<file path="src/rtl/vfifo_sync_fwft_ctrl_if.sv">
// rtl/vfifo_sync_fwft_ctrl_if.sv - write, RAM and FWFT read signals of the FIFO controller
interface vfifo_sync_fwft_ctrl_if #(
    parameter int DATA_WIDTH = 32,
    parameter int ADDR_WIDTH = 8
);
    logic [DATA_WIDTH-1:0] wr_dat;
    logic                  wr_en;
    logic                  full;
    logic [DATA_WIDTH-1:0] ram_d_a;
    logic [ADDR_WIDTH-1:0] ram_adr_a;
    logic                  ram_we_a;
    logic [ADDR_WIDTH-1:0] ram_adr_b;
    logic [DATA_WIDTH-1:0] ram_q_b;
    logic [DATA_WIDTH-1:0] rd_dat;
    logic                  rd_valid;
    logic                  rd_ready;
    logic [ADDR_WIDTH+1:0] count;

    modport slave (
        input  wr_dat, wr_en, ram_q_b, rd_ready,
        output full, ram_d_a, ram_adr_a, ram_we_a, ram_adr_b, rd_dat, rd_valid, count
    );

    modport master (
        output wr_dat, wr_en, ram_q_b, rd_ready,
        input  full, ram_d_a, ram_adr_a, ram_we_a, ram_adr_b, rd_dat, rd_valid, count
    );
endinterface

</file>
<file path="src/rtl/vfifo_sync_fwft_ctrl.sv">
// rtl/vfifo_sync_fwft_ctrl.sv - single-clock FIFO controller with FWFT read over a registered-read RAM
module vfifo_sync_fwft_ctrl #(
    parameter int DATA_WIDTH = 32,
    parameter int ADDR_WIDTH = 8
) (
    input logic                  clk,
    input logic                  rst,
    vfifo_sync_fwft_ctrl_if.slave bus
);
    localparam logic [ADDR_WIDTH:0] DEPTH = {1'b1, {ADDR_WIDTH{1'b0}}};

    logic [ADDR_WIDTH-1:0] wr_ptr, rd_ptr;
    logic [ADDR_WIDTH:0]   mem_cnt, mem_cnt_nxt;
    logic                  inflight;
    logic [1:0]            obuf_cnt, obuf_cnt_nxt;
    logic [DATA_WIDTH-1:0] obuf0, obuf1, obuf0_nxt, obuf1_nxt;
    logic                  full, wr_acc, pop, issue;
    logic [2:0]            occ_after_pop;

    // full looks only at RAM occupancy so a same-cycle read cannot free the slot being read
    assign full          = (mem_cnt == DEPTH);
    assign wr_acc        = bus.wr_en & ~full;
    assign pop           = (obuf_cnt != 2'd0) & bus.rd_ready;
    assign occ_after_pop = {1'b0, obuf_cnt} + {2'b00, inflight} - {2'b00, pop};
    assign issue         = (mem_cnt != '0) & (occ_after_pop < 3'd2);

    always_comb begin
        mem_cnt_nxt = mem_cnt;
        if (wr_acc && !issue) begin
            mem_cnt_nxt = mem_cnt + (ADDR_WIDTH+1)'(1);
        end else if (!wr_acc && issue) begin
            mem_cnt_nxt = mem_cnt - (ADDR_WIDTH+1)'(1);
        end
    end

    // Pop shifts entry 1 down first; the RAM word then lands in the first free slot.
    always_comb begin
        obuf0_nxt    = obuf0;
        obuf1_nxt    = obuf1;
        obuf_cnt_nxt = obuf_cnt;
        if (pop) begin
            obuf0_nxt    = obuf1;
            obuf_cnt_nxt = obuf_cnt - 2'd1;
        end
        if (inflight) begin
            if (obuf_cnt_nxt == 2'd0) begin
                obuf0_nxt = bus.ram_q_b;
            end else begin
                obuf1_nxt = bus.ram_q_b;
            end
            obuf_cnt_nxt = obuf_cnt_nxt + 2'd1;
        end
    end

    always_ff @(posedge clk) begin
        if (rst) begin
            wr_ptr   <= '0;
            rd_ptr   <= '0;
            mem_cnt  <= '0;
            inflight <= 1'b0;
            obuf_cnt <= 2'd0;
            obuf0    <= '0;
            obuf1    <= '0;
        end else begin
            if (wr_acc) begin
                wr_ptr <= wr_ptr + ADDR_WIDTH'(1);
            end
            if (issue) begin
                rd_ptr <= rd_ptr + ADDR_WIDTH'(1);
            end
            mem_cnt  <= mem_cnt_nxt;
            inflight <= issue;
            obuf_cnt <= obuf_cnt_nxt;
            obuf0    <= obuf0_nxt;
            obuf1    <= obuf1_nxt;
        end
    end

    assign bus.full      = full;
    assign bus.ram_d_a   = bus.wr_dat;
    assign bus.ram_adr_a = wr_ptr;
    assign bus.ram_we_a  = wr_acc;
    assign bus.ram_adr_b = rd_ptr;
    assign bus.rd_dat    = obuf0;
    assign bus.rd_valid  = (obuf_cnt != 2'd0);
    assign bus.count     = {1'b0, mem_cnt} + (ADDR_WIDTH+2)'(inflight) + (ADDR_WIDTH+2)'(obuf_cnt);
endmodule
</file>
<file path="src/flat_wrapper.sv">
// flat-port wrapper written by rule: the top's interface ports become plain ports
module vfifo_sync_fwft_ctrl_flat 
#(
    parameter int DATA_WIDTH = 32,
    parameter int ADDR_WIDTH = 8
)
  (clk, rst, bus_wr_dat, bus_wr_en, bus_ram_q_b, bus_rd_ready, bus_full, bus_ram_d_a, bus_ram_adr_a, bus_ram_we_a, bus_ram_adr_b, bus_rd_dat, bus_rd_valid, bus_count);
  vfifo_sync_fwft_ctrl_if #(.DATA_WIDTH(DATA_WIDTH), .ADDR_WIDTH(ADDR_WIDTH)) bus_i ();
  input logic clk;
  input logic rst;
  input wire logic [$bits(bus_i.wr_dat)-1:0] bus_wr_dat;
  input wire logic [$bits(bus_i.wr_en)-1:0] bus_wr_en;
  input wire logic [$bits(bus_i.ram_q_b)-1:0] bus_ram_q_b;
  input wire logic [$bits(bus_i.rd_ready)-1:0] bus_rd_ready;
  output wire logic [$bits(bus_i.full)-1:0] bus_full;
  output wire logic [$bits(bus_i.ram_d_a)-1:0] bus_ram_d_a;
  output wire logic [$bits(bus_i.ram_adr_a)-1:0] bus_ram_adr_a;
  output wire logic [$bits(bus_i.ram_we_a)-1:0] bus_ram_we_a;
  output wire logic [$bits(bus_i.ram_adr_b)-1:0] bus_ram_adr_b;
  output wire logic [$bits(bus_i.rd_dat)-1:0] bus_rd_dat;
  output wire logic [$bits(bus_i.rd_valid)-1:0] bus_rd_valid;
  output wire logic [$bits(bus_i.count)-1:0] bus_count;
  assign bus_i.wr_dat = bus_wr_dat;
  assign bus_i.wr_en = bus_wr_en;
  assign bus_i.ram_q_b = bus_ram_q_b;
  assign bus_i.rd_ready = bus_rd_ready;
  assign bus_full = bus_i.full;
  assign bus_ram_d_a = bus_i.ram_d_a;
  assign bus_ram_adr_a = bus_i.ram_adr_a;
  assign bus_ram_we_a = bus_i.ram_we_a;
  assign bus_ram_adr_b = bus_i.ram_adr_b;
  assign bus_rd_dat = bus_i.rd_dat;
  assign bus_rd_valid = bus_i.rd_valid;
  assign bus_count = bus_i.count;
  vfifo_sync_fwft_ctrl #(.DATA_WIDTH(DATA_WIDTH), .ADDR_WIDTH(ADDR_WIDTH)) u_core (.clk(clk), .rst(rst), .bus(bus_i));
endmodule
</file>
<file path="config.mk">
export PLATFORM = sky130hd
export DESIGN_NAME = vfifo_sync_fwft_ctrl_flat
export DESIGN_NICKNAME = d
export VERILOG_FILES = /design/src/rtl/vfifo_sync_fwft_ctrl_if.sv /design/src/rtl/vfifo_sync_fwft_ctrl.sv /design/src/flat_wrapper.sv
export SDC_FILE = /design/constraint.sdc
export NUM_CORES = 1
export LEC_CHECK = 0
export BUFFER_PORTS_ARGS = -buffer_cell sky130_fd_sc_hd__clkbuf_2
export CAP_MARGIN = 40
export CORE_MARGIN = 1
export CORE_UTILIZATION = 45
export CTS_CLUSTER_DIAMETER = 60
export DETAILED_ROUTE_END_ITERATION = 10
export GPL_ROUTABILITY_DRIVEN = 0
export PLACE_DENSITY = 0.84
export SYNTH_ARGS = -nofsm -noshare
export SYNTH_HDL_FRONTEND = slang
export SYNTH_SLANG_ARGS = --single-unit
</file>
<file path="constraint.sdc">
create_clock -name clk -period 5.83 [get_ports clk]
set_input_delay 0.2915 -clock clk [delete_from_list [all_inputs] [get_ports clk]]
set_output_delay 0.2915 -clock clk [all_outputs]
set_load 0.03 [all_outputs]
</file>
* After elaboration in Yosys (flattened, before gate mapping)
Cells that the tools add are included.
Storage, ports and cells: register bits after elaboration 92, input bits 68, logic and storage cells 40
Operators by class: add/subtract/negate cells 10, order comparisons 1, eq/ne operators 1, mux-type cells 7, bitwise operators 5, reductions and logical operators 9
Operators by type and width (number):
- $mux 32 | 3
- $mux 9 | 2
- $add 8x1->8 const B | 2
- $add 10x2->10 | 1
- $add 9x1->10 | 1
- $add 9x1->9 const B | 1
- $eq 9x9->1 const B | 1
- $reduce_bool 9->1 | 1
- $sub 9x1->9 const B | 1
- $mux 2 | 2
- $reduce_bool 2->1 | 2
- $add 2x1->3 | 1
- $and 1x1->1 | 3
- $lt 3x2->1 const B | 1
- $sub 3x1->3 | 1
- $add 2x1->2 const B | 1
- $logic_and 1x1->1 | 2
- $logic_not 1->1 | 2
- $logic_not 2->1 | 1
- $not 1->1 | 2
- $reduce_and 2->1 | 1
- $sub 2x1->2 const B | 1

* Depth between registers and ports, before layout
Gate-level depths: netlist of the first run.
depth in word-level cells 8, depth in mapped cells 20, depth with buffers taken out 17

* Least setup slack after synthesis of the first run
No wires, ideal clock.
kind reg-to-reg, start point reg u_core.obuf_cnt[1], end point reg u_core.mem_cnt[8], arrival 4332 ps, path slack 1377 ps, cell stages (with the launch flop) 21, buffers on the path 3, period minus slack after synthesis 4453 ps, cell sequence dfxtp_1 -> inv_1 -> ha_1 -> nand2b_1 -> buf_2 -> buf_2 -> inv_1 -> ha_1 -> nand2b_1 -> fa_1 -> xor2_1 -> a311o_1 -> buf_6 -> ha_1 -> inv_1 -> ha_1 -> a21o_1 -> a31o_2 -> a21o_1 -> mux2i_1 -> mux2_2
Between the ends: longest elaborated chain between the ends 8
Ends and longest elaborated chain:
- start: declaration | line vfifo_sync_fwft_ctrl.sv:15 | logic [1:0] obuf_cnt, obuf_cnt_nxt;
- start signal: assignment | line vfifo_sync_fwft_ctrl.sv:73 | obuf_cnt <= obuf_cnt_nxt;
- branches (longest 2 deep; another with $add 2x1->3)
- $sub 3x1->3 (*) | line vfifo_sync_fwft_ctrl.sv:24 | assign occ_after_pop = {1'b0, obuf_cnt} + {2'b00, inflight} - {2'b00, pop};
- $lt 3x2->1 (*) | line vfifo_sync_fwft_ctrl.sv:25 | assign issue = (mem_cnt != '0) & (occ_after_pop < 3'd2);
- $and 1x1->1 (*) | line vfifo_sync_fwft_ctrl.sv:25
- $logic_not 1->1 | line vfifo_sync_fwft_ctrl.sv:29 | if (wr_acc && !issue) begin
- $logic_and 1x1->1 | line vfifo_sync_fwft_ctrl.sv:29
- $mux 9 or $reduce_bool 2->1 (tied branches)
- end signal: assignment | line vfifo_sync_fwft_ctrl.sv:71 | mem_cnt <= mem_cnt_nxt;
- end: declaration | line vfifo_sync_fwft_ctrl.sv:13 | logic [ADDR_WIDTH:0] mem_cnt, mem_cnt_nxt;
Mark *: on every way between the ends. A chain may end at the register's enable or synchronous reset.

* Final worst setup path of the first run
Ends and elaborated chain as after synthesis.

==> results of run 1 <==
==> per-layer routing <==
layer | track usage | wire, µm | up-vias
met4 | 0.118 | 267 | 0
li1 | - | - | 1829
met5 | 0 | 0 | -
met2 | 0.325 | 4730 | 92
met3 | 0.0390 | 440 | 32
met1 | 0.226 | 4320 | 1708
==> registers in the layout (all words and copies together) (netlist names) <==
register              flops
u_core.bus.rd_dat        32
u_core.bus.ram_adr_b      8
u_core.inflight           1
u_core.obuf_cnt           2
u_core.bus.ram_adr_a      8
u_core.obuf1             32
u_core.mem_cnt            9
==> per-stage QoR <==
stage | instance area (µm²) | power (mW) | cells | setup slack (ns)
global route | 5040 | 3.40 | 706 | 0.969
CTS | 5040 | 3.18 | 706 | 1.23
global placement | 4820 | 2.64 | 691 | 1.50
floorplan | 4500 | 2.37 | 520 | 1.38
finish | 5040 | 3.15 | 706 | 1.24
detailed placement | 4840 | 2.73 | 692 | 1.27
==> cell usage after synthesis, types with 2 or more instances <==
cell type	number	area (µm²)
a211oi_1	32	240
a21o_1	5	37.5
a21oi_1	40	200
and3_1	2	12.5
buf_1	2	7.51
buf_2	4	20.0
buf_4	32	240
clkbuf_1	23	86.3
dfxtp_1	92	1840
fa_1	4	80.1
ha_1	14	175
inv_1	14	52.6
mux2i_1	38	380
nand2_1	79	297
nand2b_1	4	25.0
nand3_1	3	15.0
nand4_1	7	43.8
nor2_1	67	251
nor3_1	2	10.0
nor3_2	4	40.0
nor4_2	2	25.0
o21a_1	2	15.0
o21ai_0	3	15.0
xnor2_1	15	131
xor2_1	13	114
==> cells by family after synthesis <==
group,after synthesis,synth area share
muxes,39,0.0869
and+or+nand+nor,178,0.174
adders and majority gates,18,0.0567
DFF,92,0.409
AOI/OAI and AO/OA,89,0.126
buffers and inverters,76,0.0928
xor gates and xnor gates,28,0.0544
==> worst max-delay path, delay by kind of cell (launching register included) <==
kind | cells | cell delay [ns]
mux | 2 | 0.53
buf+inv | 3 | 0.39
compound gates | 4 | 1.11
flops | 1 | 0.49
fa+ha+maj | 5 | 1.46
simple gates | 2 | 0.34
xor+xnor | 1 | 0.15
==> worst paths after layout <==
check | endpoint | slack [ns] | depth (start not counted) | startpoint
worst min register to register | u_core.obuf1[10] | 0.46 | 2 | u_core.obuf1[10]
worst max-delay path | u_core.mem_cnt[8] | 1.24 | 17 | u_core.obuf_cnt[1]
worst min-delay path | u_core.obuf1[25] | 0.16 | 3 | bus_ram_q_b[25]
worst max register to register | u_core.mem_cnt[8] | 1.24 | 17 | u_core.obuf_cnt[1]
==> power groups by stage <==
| stage | Sequential, mW | Combinational [mW] | Clock, mW |
|---|---|---|---|
| floorplan | 1.14 | 1.23 | 0 |
| global placement | 0.953 | 1.68 | 0 |
| detailed placement | 0.965 | 1.77 | 0 |
| CTS | 0.951 | 1.78 | 0.447 |
| global route | 0.976 | 1.96 | 0.470 |
| finish | 0.951 | 1.77 | 0.433 |
==> final cells by class <==
class | instances | share of cell area
sequential | 92 | 0.365
clock inverter | 3 | 0.00943
timing repair buffer | 101 | 0.105
clock buffer | 11 | 0.0300
multi-input combinational | 352 | 0.447
inverter | 14 | 0.0104
tap | 133 | 0.0330
==> out/metrics.cfg, run 1 <==
[status]
outcome=finished clean

[setup_path]
cp_cell_sequence=inv_1 > ha_1 > nand2b_2 > inv_1 > ha_1 > nand2b_1 > fa_1 > xor2_1 > a311o_1 > ha_1 > inv_1 > ha_1 > a21o_1 > a31o_2 > a21o_1 > mux2i_1 > mux2_2
critical_path.most_common_cell=ha_1
cp_slowest_stage_delay_ns=0.51
cp.arrival_ns=4.82
critical_path_class=flop to flop
start_kind=flop
cpMaxStageDelayCell=a311o_1
end_kind=flop
critPathMaxFanout=11
required_ns=6.07

[global_routing]
grt_pass1_vias=3495
grtUsageTotal=0.193
grt_start_max_net_pins=53
grt_overflow_total=0
antenna_found_initial=0
grt_pass1_wl_um=15700

[clock_network]
cts_buffer_depth=2
clock-sinks=92
postCtsSetupRepairBufs=0
ctsHoldBuffers=0
numCtsBuffers=9
cts-root-buf=clkbuf_8
cts.htree.levels=3
clock_latency_ns=0.36
cts_tree=built
path_clk_slew_ns=0.09
cts_resized=0

[floorplan]
core_um2=9730
die_area_um2=10400
die_y_um=102
ios=161
dieWidth_um=102
start_util=0.463
rows=36

[routing]
wl_um=9760
firstDrtPassIters=4
vias_per_cell=5.19
drc=0
vias=3661
antenna_left=0
drt_iter0_drc=128
routedWlPerCell_um=13.8

[sta]
max_slew_margin=0.451
tightestPinTransition_ns=0.824
fin_crit_ns=4.59
max_clock_freq_mhz=218
whs_ns=0.159
slew_violations=0
finalSetupTns_ns=0
post-route-period-util=0.787
hold_violations=0
rsz0062_at_grt=false
finalSetupViolCount=0
fin_worst_skew_ns=0.0105

[final_layout]
syn2layout_area_growth_pct=11.9
seq_area_um2=1840
multi_input_area_um2=2250
fill_cells=932
layout_common_cells=clkbuf_2, dfxtp_1, nand2_1
nNetsFinal=656
drive_gt1_frac=0.225
fin_util=0.518
n_antenna_cell=0
mostFrequentLayoutCell=clkbuf_2

[power]
powerDensity_nw_per_um2=625
pwr-share-clk=0.137
pwr-share-seq=0.302
combinationalPowerShare=0.561
p_leak_nw=2.30
swShare=0.466
internal-power_mw=1.68
net-switching-power_mw=1.47
vdd_drop_max_v=0.000226

[place]
dp.final_hpwl_um=6860
io_buffers=96

[synthesis]
synth_edf_count=0
syn_area_um2=4500
ys_ff_latch=92
synth.distinct_cells=42
postSynthCellCount=520
syn-num-nets=606
seq_area_frac_synth=0.409
async_reset_ff_frac=0
synthFlopType=dfxtp_1
yosys_warnings=0
syn_avg_cell_area_um2=8.66

[hold_path]
hp-class=input pin to flop

[job]
drv_cap=0

Note: power is estimated with default switching activity, not from simulation.
==> run 2, diff against run 1 <==
- clock period: 5.83 -> 4.3 ns (I/O delays scaled with it)
==> run 2 against run 1 <==
Against the previous run: wire length is 2.4% lower; cell area up 0.65%; sequential share of layout area shrank 0.21 points; maximum frequency rose by 12%; die area stayed put; power grew 36%; clock skew rose by 0.0041 ns; sequential power rose by 36%.
==> out/metrics.cfg, run 2 (synthesis results as in run 1) <==
[status]
outcome=finished clean

[floorplan]
die_y_um=102  ; unchanged
rows=36  ; unchanged
ios=161  ; unchanged
core_um2=9730  ; unchanged
die_area_um2=10400  ; unchanged
dieWidth_um=102  ; unchanged
start_util=0.463  ; unchanged

[final_layout]
n_antenna_cell=0  ; unchanged
fin_area_um2=5070  ; +0.65%
mostFrequentLayoutCell=clkbuf_2
syn2layout_area_growth_pct=12.7
nNetsFinal=658  ; +0.30%
drive_gt1_frac=0.232  ; +0.00710
fill_cells=960  ; +3.0%
layout_common_cells=clkbuf_2, dfxtp_1, nand2_1
fin_util=0.522  ; +0.00334

[clock_network]
cts_resized=0  ; unchanged
numCtsBuffers=9  ; unchanged
clock_latency_ns=0.35  ; about the same
path_clk_slew_ns=0.10  ; about the same
ctsHoldBuffers=0  ; unchanged
clock-sinks=92  ; unchanged
cts_buffer_depth=2  ; unchanged
postCtsSetupRepairBufs=0  ; unchanged
cts.htree.levels=3  ; unchanged
cts_tree=built
cts-root-buf=clkbuf_8

[place]
dp.final_hpwl_um=6830  ; -0.42%
dp_slack_ns=0.228  ; -1.04 ns
io_buffers=96  ; unchanged
place_area_um2=4870  ; +0.59%

[power]
vdd_drop_max_v=0.000353  ; +56%
powerDensity_nw_per_um2=847  ; +35%
p_leak_nw=2.31  ; +0.20%

[setup_path]
r2r_slack_ns=0.21  ; -1.03 ns
timing.rr.start=u_core.obuf_cnt[1]
reg2reg_depth=17  ; unchanged
cp_cell_sequence=inv_1 > ha_1 > nand2b_2 > inv_1 > ha_1 > nand2b_1 > fa_1 > xor2_1 > a311o_1 > ha_1 > inv_2 > ha_1 > a21o_1 > a21oi_1 > o21ai_0 > or4b_1 > o211ai_1
r2r_end=u_core.mem_cnt[5]
cpMaxStageDelayCell=or4b_1
cp_slowest_stage_delay_ns=0.48  ; -0.03 ns
start_kind=flop
cp.arrival_ns=4.36  ; -0.46 ns
required_ns=4.57  ; -1.50 ns
critical_path_class=flop to flop
critPathMaxFanout=8  ; -3
critical_path.most_common_cell=ha_1
end_kind=flop

[job]
drv_cap=0  ; unchanged

[routing]
drc=0  ; unchanged
vias=3673  ; +0.33%
vias_per_cell=5.17  ; -0.24%
wl_um=9530  ; -2.4%
drt_iter0_drc=138  ; +7.8%
firstDrtPassIters=4  ; unchanged
routedWlPerCell_um=13.4  ; -3.0%
antenna_left=0  ; unchanged

[sta]
tightestPinTransition_ns=0.605  ; -0.219 ns
rsz0062_at_grt=false
worst_slack_ns=0.210  ; -1.03 ns
finalSetupTns_ns=0  ; unchanged
whs_ns=0.0928  ; -0.0662 ns
fin_crit_ns=4.09  ; -0.497 ns
max_clock_freq_mhz=245  ; +12%
fin_worst_skew_ns=0.0146  ; +0.00413 ns
max_slew_margin=0.596  ; +0.146
finalSetupViolCount=0  ; unchanged
post-route-period-util=0.951  ; +0.164
hold_violations=0  ; unchanged
slew_violations=0  ; unchanged

[hold_path]
min_to=u_core.obuf1[22]
hp-class=input pin to flop
hp-start=bus_ram_q_b[22]
holdPathStages=3  ; unchanged

[global_routing]
antenna_found_initial=0  ; unchanged
grt_start_max_net_pins=53  ; unchanged
grt_overflow_total=0  ; unchanged
grt_pass1_vias=3488  ; -0.20%
grtUsageTotal=0.186  ; -0.00726
grt_pass1_wl_um=15500  ; -1.6%

## run 2: worst max path at each step
stage                     cells after the start           endpoint  slack (ns)               start
after floorplan                              20  u_core.mem_cnt[8]        0.03  u_core.obuf_cnt[0]
after global placement                       17  u_core.mem_cnt[8]        0.40  u_core.obuf_cnt[1]
after detailed placement                     17  u_core.mem_cnt[5]        0.23  u_core.obuf_cnt[1]
after CTS                                    17  u_core.mem_cnt[5]        0.21  u_core.obuf_cnt[1]
after global routing                         17  u_core.mem_cnt[5]        0.01  u_core.obuf_cnt[0]
final                                        17  u_core.mem_cnt[5]        0.21  u_core.obuf_cnt[1]
## run 2: worst max-delay path: cells and delay by family (launching register included)
family          cells  cell delay, ns
fa+ha+maj           5            1.28
xor+xnor            1            0.15
compound gates      5            1.08
flops               1            0.42
simple gates        3            0.81
buf+inv             3            0.28
## run 2: layer usage
layer	part of all wire	vias to the layer above	track usage
met5	0	-	0
met1	0.44	1717	0.221
met2	0.49	102	0.323
met3	0.050	21	0.0363
li1	-	1833	-
met4	0.021	0	0.0857
## run 2: final cells by class
cell class | instances | area (µm²) | area share
Clock buffer | 11 | 141 | 0.0279
Clock inverter | 5 | 61.3 | 0.0121
Inverter | 14 | 52.6 | 0.0104
Multi-Input combinational cell | 352 | 2250 | 0.444
Sequential cell | 92 | 1840 | 0.363
Tap cell | 133 | 166 | 0.0328
Timing Repair Buffer | 103 | 558 | 0.110
## run 2: power breakdown
part           internal (mW)  switching [mW]  total, mW
clock                  0.286           0.299      0.585
sequential              1.11           0.183       1.29
combinational          0.904            1.52       2.42
## run 2: per-stage QoR
stage | std cells | total power, mW
after floorplan | 520 | 3.22
after global placement | 692 | 3.60
after detailed placement | 694 | 3.73
after CTS | 710 | 4.33
after global routing | 710 | 4.62
final | 710 | 4.30
